## config.mk

```make
export PLATFORM = sky130hd
export DESIGN_NAME = imem_instr_loader
export DESIGN_NICKNAME = d
export VERILOG_FILES = /design/src/rtl/imem_instr_loader.sv
export SDC_FILE = /design/constraint.sdc
export NUM_CORES = 1
export LEC_CHECK = 0
export ABC_AREA = 1
export BUFFER_PORTS_ARGS = -buffer_cell sky130_fd_sc_hd__buf_2
export CAP_MARGIN = 0
export CORE_MARGIN = 4
export CORE_UTILIZATION = 50
export CTS_CLUSTER_DIAMETER = 200
export CTS_CLUSTER_SIZE = 25
export DETAILED_ROUTE_END_ITERATION = 6
export PLACE_DENSITY = 0.71
export REMOVE_ABC_BUFFERS = 1
export SLEW_MARGIN = 20
export SYNTH_ARGS = -nofsm -noshare
export SYNTH_HDL_FRONTEND = slang
export SYNTH_SLANG_ARGS = --single-unit
```

## constraint.sdc

```tcl
create_clock -name clk -period 10.25 [get_ports clk]
set_input_delay 2.05 -clock clk [delete_from_list [all_inputs] [get_ports clk]]
set_output_delay 2.05 -clock clk [all_outputs]
set_load 0.005 [all_outputs]
```

## src/rtl/imem_instr_loader.sv

```systemverilog
// Y86-64 instruction-memory writer: takes one decoded instruction per handshake,
// serialises it into Y86 byte order and writes it one byte per cycle.
module imem_instr_loader #(
  parameter int          ADDR_W     = 64,
  parameter int          IMEM_SIZE  = 1024,
  parameter logic [63:0] START_ADDR = 64'd0
) (
  input  logic              clk,
  input  logic              rst_n,
  input  logic              clr,
  input  logic              in_valid,
  output logic              in_ready,
  input  logic [3:0]        icode,
  input  logic [3:0]        ifun,
  input  logic [3:0]        rA,
  input  logic [3:0]        rB,
  input  logic [63:0]       val_C,
  output logic              mem_we,
  output logic [ADDR_W-1:0] mem_addr,
  output logic [7:0]        mem_wdata,
  output logic [63:0]       next_pc,
  output logic              done,
  output logic              err_invalid,
  output logic              err_overflow
);

  typedef enum logic {IDLE, EMIT} state_t;

  state_t            state_q, state_d;
  logic              in_ready_q, in_ready_d;
  logic              mem_we_q, mem_we_d;
  logic [ADDR_W-1:0] mem_addr_q, mem_addr_d;
  logic [7:0]        mem_wdata_q, mem_wdata_d;
  logic [63:0]       next_pc_q, next_pc_d;
  logic              done_q, done_d;
  logic              err_invalid_q, err_invalid_d;
  logic              err_overflow_q, err_overflow_d;
  logic [3:0]        len_q, len_d;
  logic [3:0]        rem_q, rem_d;
  logic [71:0]       shreg_q, shreg_d;

  logic [3:0]        ilen;
  logic [79:0]       enc;

  function automatic logic [3:0] instr_len(input logic [3:0] ic);
    case (ic)
      4'h0, 4'h1, 4'h9:       instr_len = 4'd1;
      4'h2, 4'h6, 4'hA, 4'hB: instr_len = 4'd2;
      4'h7, 4'h8:             instr_len = 4'd9;
      4'h3, 4'h4, 4'h5:       instr_len = 4'd10;
      default:                instr_len = 4'd0;
    endcase
  endfunction

  // Bytes past the instruction length are never emitted, so val_C placement
  // only has to be right for the lengths that actually carry it.
  function automatic logic [79:0] encode(input logic [3:0] ic, input logic [3:0] fn,
                                         input logic [3:0] ra, input logic [3:0] rb,
                                         input logic [63:0] vc);
    logic [79:0] e;
    e      = '0;
    e[7:0] = {ic, fn};
    if (ic inside {4'h2, 4'h3, 4'h4, 4'h5, 4'h6, 4'hA, 4'hB}) begin
      e[15:8]  = {ra, rb};
      e[79:16] = vc;
    end else begin
      e[71:8] = vc;
    end
    return e;
  endfunction

  always_comb begin
    state_d        = state_q;
    in_ready_d     = in_ready_q;
    mem_we_d       = mem_we_q;
    mem_addr_d     = mem_addr_q;
    mem_wdata_d    = mem_wdata_q;
    next_pc_d      = next_pc_q;
    done_d         = done_q;
    err_invalid_d  = err_invalid_q;
    err_overflow_d = err_overflow_q;
    len_d          = len_q;
    rem_d          = rem_q;
    shreg_d        = shreg_q;
    ilen           = instr_len(icode);
    enc            = encode(icode, ifun, rA, rB, val_C);

    if (clr) begin
      state_d        = IDLE;
      in_ready_d     = 1'b1;
      mem_we_d       = 1'b0;
      done_d         = 1'b0;
      next_pc_d      = START_ADDR;
      err_invalid_d  = 1'b0;
      err_overflow_d = 1'b0;
    end else begin
      case (state_q)
        IDLE: begin
          if (in_valid && in_ready_q) begin
            if (icode > 4'hB) begin
              err_invalid_d = 1'b1;
            end else if (next_pc_q + {60'd0, ilen} > 64'(IMEM_SIZE)) begin
              err_overflow_d = 1'b1;
            end else begin
              state_d     = EMIT;
              in_ready_d  = 1'b0;
              mem_we_d    = 1'b1;
              mem_addr_d  = next_pc_q[ADDR_W-1:0];
              mem_wdata_d = enc[7:0];
              shreg_d     = enc[79:8];
              len_d       = ilen;
              rem_d       = ilen - 4'd1;
              done_d      = (ilen == 4'd1);
            end
          end
        end
        EMIT: begin
          if (rem_q != 4'd0) begin
            mem_we_d    = 1'b1;
            mem_addr_d  = mem_addr_q + ADDR_W'(1);
            mem_wdata_d = shreg_q[7:0];
            shreg_d     = shreg_q >> 8;
            rem_d       = rem_q - 4'd1;
            done_d      = (rem_q == 4'd1);
          end else begin
            mem_we_d   = 1'b0;
            done_d     = 1'b0;
            next_pc_d  = next_pc_q + {60'd0, len_q};
            state_d    = IDLE;
            in_ready_d = 1'b1;
          end
        end
        default: state_d = IDLE;
      endcase
    end
  end

  always_ff @(posedge clk or negedge rst_n) begin
    if (!rst_n) begin
      state_q        <= IDLE;
      in_ready_q     <= 1'b1;
      mem_we_q       <= 1'b0;
      mem_addr_q     <= '0;
      mem_wdata_q    <= '0;
      next_pc_q      <= START_ADDR;
      done_q         <= 1'b0;
      err_invalid_q  <= 1'b0;
      err_overflow_q <= 1'b0;
      len_q          <= '0;
      rem_q          <= '0;
    end else begin
      state_q        <= state_d;
      in_ready_q     <= in_ready_d;
      mem_we_q       <= mem_we_d;
      mem_addr_q     <= mem_addr_d;
      mem_wdata_q    <= mem_wdata_d;
      next_pc_q      <= next_pc_d;
      done_q         <= done_d;
      err_invalid_q  <= err_invalid_d;
      err_overflow_q <= err_overflow_d;
      len_q          <= len_d;
      rem_q          <= rem_d;
    end
  end

  // Byte staging register is pure datapath and needs no reset.
  always_ff @(posedge clk) begin
    shreg_q <= shreg_d;
  end

  assign in_ready     = in_ready_q;
  assign mem_we       = mem_we_q;
  assign mem_addr     = mem_addr_q;
  assign mem_wdata    = mem_wdata_q;
  assign next_pc      = next_pc_q;
  assign done         = done_q;
  assign err_invalid  = err_invalid_q;
  assign err_overflow = err_overflow_q;

endmodule

```

==> results.sh, run 1 <==
export IMPL_synth_xor_area_share_pct=3.544
export IMPL_fp_row_count=63
export IMPL_critPathKind="in2reg"
export IMPL_drv_cap=0
export IMPL_critPathBufInv=6
export IMPL_synth_flop_cell="dfrtp_1"
export IMPL_async_flop_share_pct=67.42
export IMPL_clk_latency_ns=0.51
export IMPL_synth_edff_count=72
export IMPL_synth_top_area_cell="dfrtp_1"
export IMPL_worst_slew_pin_slew_ns=1.063
export IMPL_synth_cell_types=44
export IMPL_fin_crit_ns=6.979
export IMPL_synthCells=2238
export IMPL_grt_max_degree=150
export IMPL_final_common_cell="nand2_1"
export IMPL_initial_core_util_pct=50.73
export IMPL_htree_levels=1
export IMPL_globalplace_congestion=1.057
export IMPL_drt_total_wl_mm=58.22
export IMPL_post_cts_buffers=0
export IMPL_crit_chain="buf_2 -> nor2_1 -> inv_1 -> nand2_2 -> buf_4 -> inv_2 -> buf_4 -> ha_1 -> nand2_1 -> nor2_1 -> nand2_1 -> nand2_1 -> nand3_1 -> nor2_1 -> xor2_1 -> nand2_1 -> nor2_1 -> nand2_1 -> nor2_4 -> nand4_4 -> buf_4 -> nand2_8"
export IMPL_yosys_register_bits=221
export IMPL_final_area_um2=16760
export IMPL_cts_root_buf="clkbuf_16"
export IMPL_status="complete, no violations"
export IMPL_fin_worst_skew_ns=0.03142
export IMPL_max_slew_margin_rel_pct=29.10
export IMPL_drv_slew=0
export IMPL_final_cell_mix="nand2_1 (731), nor2_1 (312), buf_2 (223), inv_1 (195), nand3_1 (161)"
export IMPL_hold_class="reg2reg"
export IMPL_area_growth_pct=11.19
export IMPL_cts_buffers=12
export IMPL_max_freq_mhz=143.3
export IMPL_synth_seq_area_share_pct=39.08
export IMPL_pin_count=225
export IMPL_die_h_um=181.6
export IMPL_synth_mux_area_share_pct=0
export IMPL_fin_crit_sh_pct=68.09
export IMPL_cp_arrival_ns=7.09
export IMPL_end_kind="register"
export IMPL_ant_nets=0
export IMPL_n_antenna_cell=0
export IMPL_crit_top_cell="nand2_1"
export IMPL_grt_total_usage_pct=34.47
export IMPL_placed_cell_area_um2=16400
export IMPL_ir_drop_mv=0.1446
export IMPL_layout_nets=2502
export IMPL_cts_sinks=221
export IMPL_via_per_inst=5.817
export IMPL_wl_per_cell_um=20.80
export IMPL_avgSynthCellArea_um2=6.736
export IMPL_r2r_start="next_pc[0]$_DFFE_PN0P_"
export IMPL_drive_gt1_share_pct=12.29
export IMPL_synth_top_area_share_pct=24.57
export IMPL_cts_resized_gates=0
export IMPL_hold_buffers=0
export IMPL_route_detailed_drc=0
export IMPL_synth_compound_area_share_pct=10.54
export IMPL_crit_path_start_kind="input pin"
export IMPL_power_density_nw_per_um2=122.9
export IMPL_antenna_found_initial=1
export IMPL_cp_max_fo=149
export IMPL_synth_adder_area_share_pct=1.179
export IMPL_hold_start="err_overflow$_DFFE_PN0P_"
export IMPL_cp_slowest_cell="nand2_8"
export IMPL_crit_required_ns=10.36
export IMPL_grt_ovfl_total=0
export IMPL_grt_pass1_wl_mm=89.71
export IMPL_slowest_delay_ns=0.88
export IMPL_synth_simple_area_share_pct=38.09
export IMPL_synthTopCellsByArea="dfrtp_1 (25%), nand2_1 (18%), edfxtp_1 (14%)"
export IMPL_first_global_vias=15090
export IMPL_cpLargestDelayFamily="simple AND/OR/NAND/NOR gates"
export IMPL_rsz0062_at_grt="false"
export IMPL_die_area_um2=32990
export IMPL_p_leak_uw=0.007389
export IMPL_setup_viol=0
export IMPL_io_buffer_count=224
export IMPL_crit_start="icode[2]"
export IMPL_die_x_um=181.6
export IMPL_num_vias=16280
export IMPL_clk_pin_slew_ns=0.12
export IMPL_synth_area_um2=15080
export IMPL_fp_coreArea_um2=29720
export IMPL_cts_tree="yes"
export IMPL_fin_setup_tns_ns=0
export IMPL_drt_iter0_drc=1834
export IMPL_synth_top_family_by_area="simple AND/OR/NAND/NOR gates"
export IMPL_hpwl_mm=45.06
export IMPL_ys_warn_count=0
export IMPL_clock_tree_buffer_depth=3
export IMPL_first_pass_iters=6
export IMPL_finalHoldViolations=0
## layout make-up
| class | instances | area [um2] |
|---|---|---|
| clock buffers | 18 | 365.4 |
| fillers | 2958 | 12950 |
| inverters | 203 | 767.0 |
| multi-input cells | 1736 | 8066 |
| flip-flops and latches | 221 | 5896 |
| well taps | 390 | 488.0 |
| repair buffers | 231 | 1180 |
## report_power, final
group / switching, uW / internal (uW) / total, uW / leakage, uW
Clock: 312 / 251 / 563 / 0.000177
Sequential: 52.0 / 1030 / 1080 / 0.00272
Combinational: 290 / 126 / 416 / 0.00449
Total: 654 / 1410 / 2060 / 0.00739
## through the flow
step / std cells / total power, uW / worst slack, ns / hold slack (ns) / util (%)
finish: 2799 / 2060 / 3.271 / 0.4880 / 56.41
global route: 2799 / 2170 / 2.878 / 0.5402 / 56.41
CTS: 2799 / 2066 / 3.449 / 0.4910 / 56.41
detailed placement: 2781 / 1514 / 2.921 / 0.4609 / 55.18
global placement: 2781 / 1500 / 2.941 / 0.4571 / 55.18
floorplan: 2160 / 1352 / 1.827 / 0.4531 / -
## worst paths after layout
path | endpoint | slack, ns | cells past startpoint
min in group asynchronous | mem_addr[51]$_DFFE_PN0P_ | 1.61 | 1
worst min register to register | err_overflow$_DFFE_PN0P_ | 0.49 | 2
max in group asynchronous | mem_wdata[3]$_DFFE_PN0P_ | 7.16 | 2
worst max register to register | shreg_q[22]$_DFFE_PP_ | 5.33 | 17
worst min-delay path | err_overflow$_DFFE_PN0P_ | 0.49 | 2
worst max-delay path | shreg_q[22]$_DFFE_PP_ | 3.27 | 22
## Yosys cell counts, types with 2 or more instances
master	n
clkbuf_1	56
buf_6	10
inv_2	4
nor2_1	312
buf_2	6
xnor2_1	18
nand4_1	44
o21ai_1	5
nor4_1	22
nor2_2	19
nor3_1	49
a21oi_1	65
buf_1	5
inv_1	197
nand3_1	162
nand2_1	732
clkinv_1	2
edfxtp_1	72
a31oi_1	68
o21bai_1	2
or2_2	2
fa_1	2
xor2_1	43
nor2_4	6
dfrtp_1	148
o21ai_0	143
o211ai_1	2
nand2_2	10
ha_1	11
o22ai_1	7
## metal layers
| layer | wire length, um | up-vias | GRT usage (%) |
|---|---|---|---|
| met3 | 4991 | 120 | 4.868 |
| li1 | - | 7659 | - |
| met4 | 2321 | 2 | 10.63 |
| met1 | 24580 | 7705 | 48.62 |
| met2 | 26310 | 796 | 55.35 |
| met5 | 9 | - | 0 |
## flip-flops by register name (all words and copies together), names as in the netlist
signal,cells
err_invalid,1
in_ready,1
next_pc,64
done,1
shreg_q,72
rem_q,4
state_q,1
err_overflow,1
len_q,3
mem_we,1
mem_wdata,8
mem_addr,64
## logic make-up after synthesis
kind of cell,count (synthesis)
AOI/OAI and AO/OA,295
xor gates and xnor gates,61
adders and majority gates,13
buffers and inverters,281
DFF,221
and+or+nand+nor,1367
## tightest hold or removal path, stage by stage, from the launching register on
cell and delay (ns):
dfrtp_1 0.36, nand2_1 0.05, nand2_1 0.06
(Power assumes the default switching activity.)
==> run 2: changes to the inputs <==
--- a/config.mk
+++ b/config.mk
@@ -13,7 +13,7 @@
 export CTS_CLUSTER_DIAMETER = 200
 export CTS_CLUSTER_SIZE = 25
 export DETAILED_ROUTE_END_ITERATION = 6
-export PLACE_DENSITY = 0.71
+export PLACE_DENSITY = 0.74
 export REMOVE_ABC_BUFFERS = 1
 export SLEW_MARGIN = 20
 export SYNTH_ARGS = -nofsm -noshare
==> constraint.sdc (replaced) <==
create_clock -name clk -period 5.6 [get_ports clk]
set_input_delay 1.12 -clock clk [delete_from_list [all_inputs] [get_ports clk]]
set_output_delay 1.12 -clock clk [all_outputs]
set_load 0.005 [all_outputs]
==> results.sh, run 2 (synthesis results as in run 1) <==
export IMPL_cts_buffers=12
export IMPL_hpwl_mm=43.82
export IMPL_cts_resized_gates=0
export IMPL_r2r_setup_slack_ns=1.79
export IMPL_ant_nets=0
export IMPL_die_x_um=181.6
export IMPL_setup_viol=0
export IMPL_area_growth_pct=11.69
export IMPL_critPathKind="in2reg"
export IMPL_io_buffer_count=224
export IMPL_rsz0062_at_grt="false"
export IMPL_multiInputGateArea_um2=8066
export IMPL_pin_count=225
export IMPL_whs_ns=0.4966
export IMPL_largest_reg_flops=72
export IMPL_timing_rr_end="shreg_q[18]$_DFFE_PP_"
export IMPL_layout_nets=2508
export IMPL_clock_tree_buffer_depth=3
export IMPL_final_cell_mix="nand2_1 (731), nor2_1 (312), buf_2 (223), inv_1 (195), nand3_1 (161)"
export IMPL_hold_class="reg2reg"
export IMPL_grt_max_degree=111
export IMPL_max_freq_mhz=216.1
export IMPL_setup_worst_path_end="shreg_q[18]$_DFFE_PP_"
export IMPL_die_area_um2=32990
export IMPL_fin_crit_ns=4.627
export IMPL_crit_start="icode[2]"
export IMPL_power_density_nw_per_um2=223.8
export IMPL_max_slew_margin_rel_pct=36.88
export IMPL_crit_path_start_kind="input pin"
export IMPL_cts_sinks=221
export IMPL_ir_drop_mv=0.2396
export IMPL_drive_gt1_share_pct=12.51
export IMPL_seqCellArea_um2=5896
export IMPL_globalplace_congestion=1.048
export IMPL_nFillCells=3080
export IMPL_htree_levels=1
export IMPL_finalHoldViolations=0
export IMPL_drt_iter0_drc=1956
export IMPL_cts_tree="yes"
export IMPL_r2r_start="next_pc[24]$_DFFE_PN0P_"
export IMPL_reg2regPathDepth=14
export IMPL_die_h_um=181.6
export IMPL_clk_latency_ns=0.51
export IMPL_first_pass_iters=6
export IMPL_drv_slew=0
export IMPL_dp_cells=2787
export IMPL_clk_pin_slew_ns=0.10
export IMPL_status="complete, no violations"
export IMPL_post_place_ws_ns=0.5341
export IMPL_fp_row_count=63
export IMPL_p_leak_uw=0.007427
export IMPL_final_common_cell="nand2_1"
export IMPL_worst_slew_pin_slew_ns=0.9468
export IMPL_first_global_vias=15160
export IMPL_fin_cells=2805
export IMPL_crit_required_ns=5.79
export IMPL_power_uw=3769
export IMPL_fp_coreArea_um2=29720
export IMPL_grt_ovfl_total=0
export IMPL_grt_pass1_wl_mm=87.16
export IMPL_drt_total_wl_mm=56.63
export IMPL_cts_root_buf="clkbuf_16"
export IMPL_wl_per_cell_um=20.19
export IMPL_antenna_found_initial=2
export IMPL_post_cts_buffers=0
export IMPL_fin_crit_sh_pct=82.63
export IMPL_end_kind="register"
export IMPL_regMostFlops="shreg_q"
export IMPL_via_per_inst=5.794
export IMPL_initial_core_util_pct=50.73
export IMPL_grt_total_usage_pct=33.17
export IMPL_fin_worst_skew_ns=0.02198
export IMPL_route_detailed_drc=0
export IMPL_hold_buffers=0
export IMPL_num_vias=16250
export IMPL_n_antenna_cell=0
export IMPL_cp_arrival_ns=4.82
export IMPL_cp_max_fo=30
export IMPL_worst_slack_ns=0.9727
export IMPL_drv_cap=0
run 2: worst min-delay path by stage:
stage	from	end	slack (ns)	cells past startpoint
CTS	len_q[3]$_DFFE_PN0P_	len_q[3]$_DFFE_PN0P_	0.50	2
global placement	err_overflow$_DFFE_PN0P_	err_overflow$_DFFE_PN0P_	0.46	2
global route	err_overflow$_DFFE_PN0P_	err_overflow$_DFFE_PN0P_	0.53	2
floorplan	len_q[3]$_DFFE_PN0P_	len_q[3]$_DFFE_PN0P_	0.45	2
finish	err_overflow$_DFFE_PN0P_	err_overflow$_DFFE_PN0P_	0.50	2
detailed placement	err_overflow$_DFFE_PN0P_	err_overflow$_DFFE_PN0P_	0.47	2
run 2: layer usage:
metal  global-route usage, %  up-vias  share of wire [%]
li1                        -     7665                  -
met5                       0        -              0.014
met1                   45.44     7603                 41
met2                   53.24      870                 45
met3                   6.410      111                9.7
met4                   10.84        2                4.0
run 2: per-stage QoR:
step	setup TNS (ns)	util, %	instance area, um2
after floorplan	-281.56	-	14700
after global placement	0	55.45	16480
after detailed placement	0	55.45	16480
after CTS	0	56.65	16840
after global routing	0	56.66	16840
final	0	56.66	16840
run 2: where the power goes:
part	internal (uW)	switching (uW)
combinational	248	538
clock	436	573
sequential	1880	93.8
run 2: cell type report:
| cell class | count | area share [%] |
|---|---|---|
| Clock buffer | 17 | 2.021 |
| Clock inverter | 1 | 0.09660 |
| Inverter | 203 | 4.555 |
| Multi-Input combinational cell | 1736 | 47.90 |
| Sequential cell | 221 | 35.01 |
| Tap cell | 390 | 2.898 |
| Timing Repair Buffer | 237 | 7.512 |
run 2: worst max-delay path, stage by stage:
cell	delay [ns]
buf_2	0.12
inv_1	0.07
nor2_1	0.04
a21oi_1	0.39
inv_1	0.14
ha_1	0.26
fa_1	0.45
nand3_1	0.11
nand2_1	0.15
nand2_1	0.21
inv_1	0.17
nand2_1	0.14
nand2_1	0.06
nand2_1	0.07
nand2_1	0.05
nor2_1	0.09
nand2_1	0.07
nor2_1	0.09
nand2_1	0.09
nor2_4	0.19
nand4_4	0.16
nand2_8	0.25
buf_4	0.31
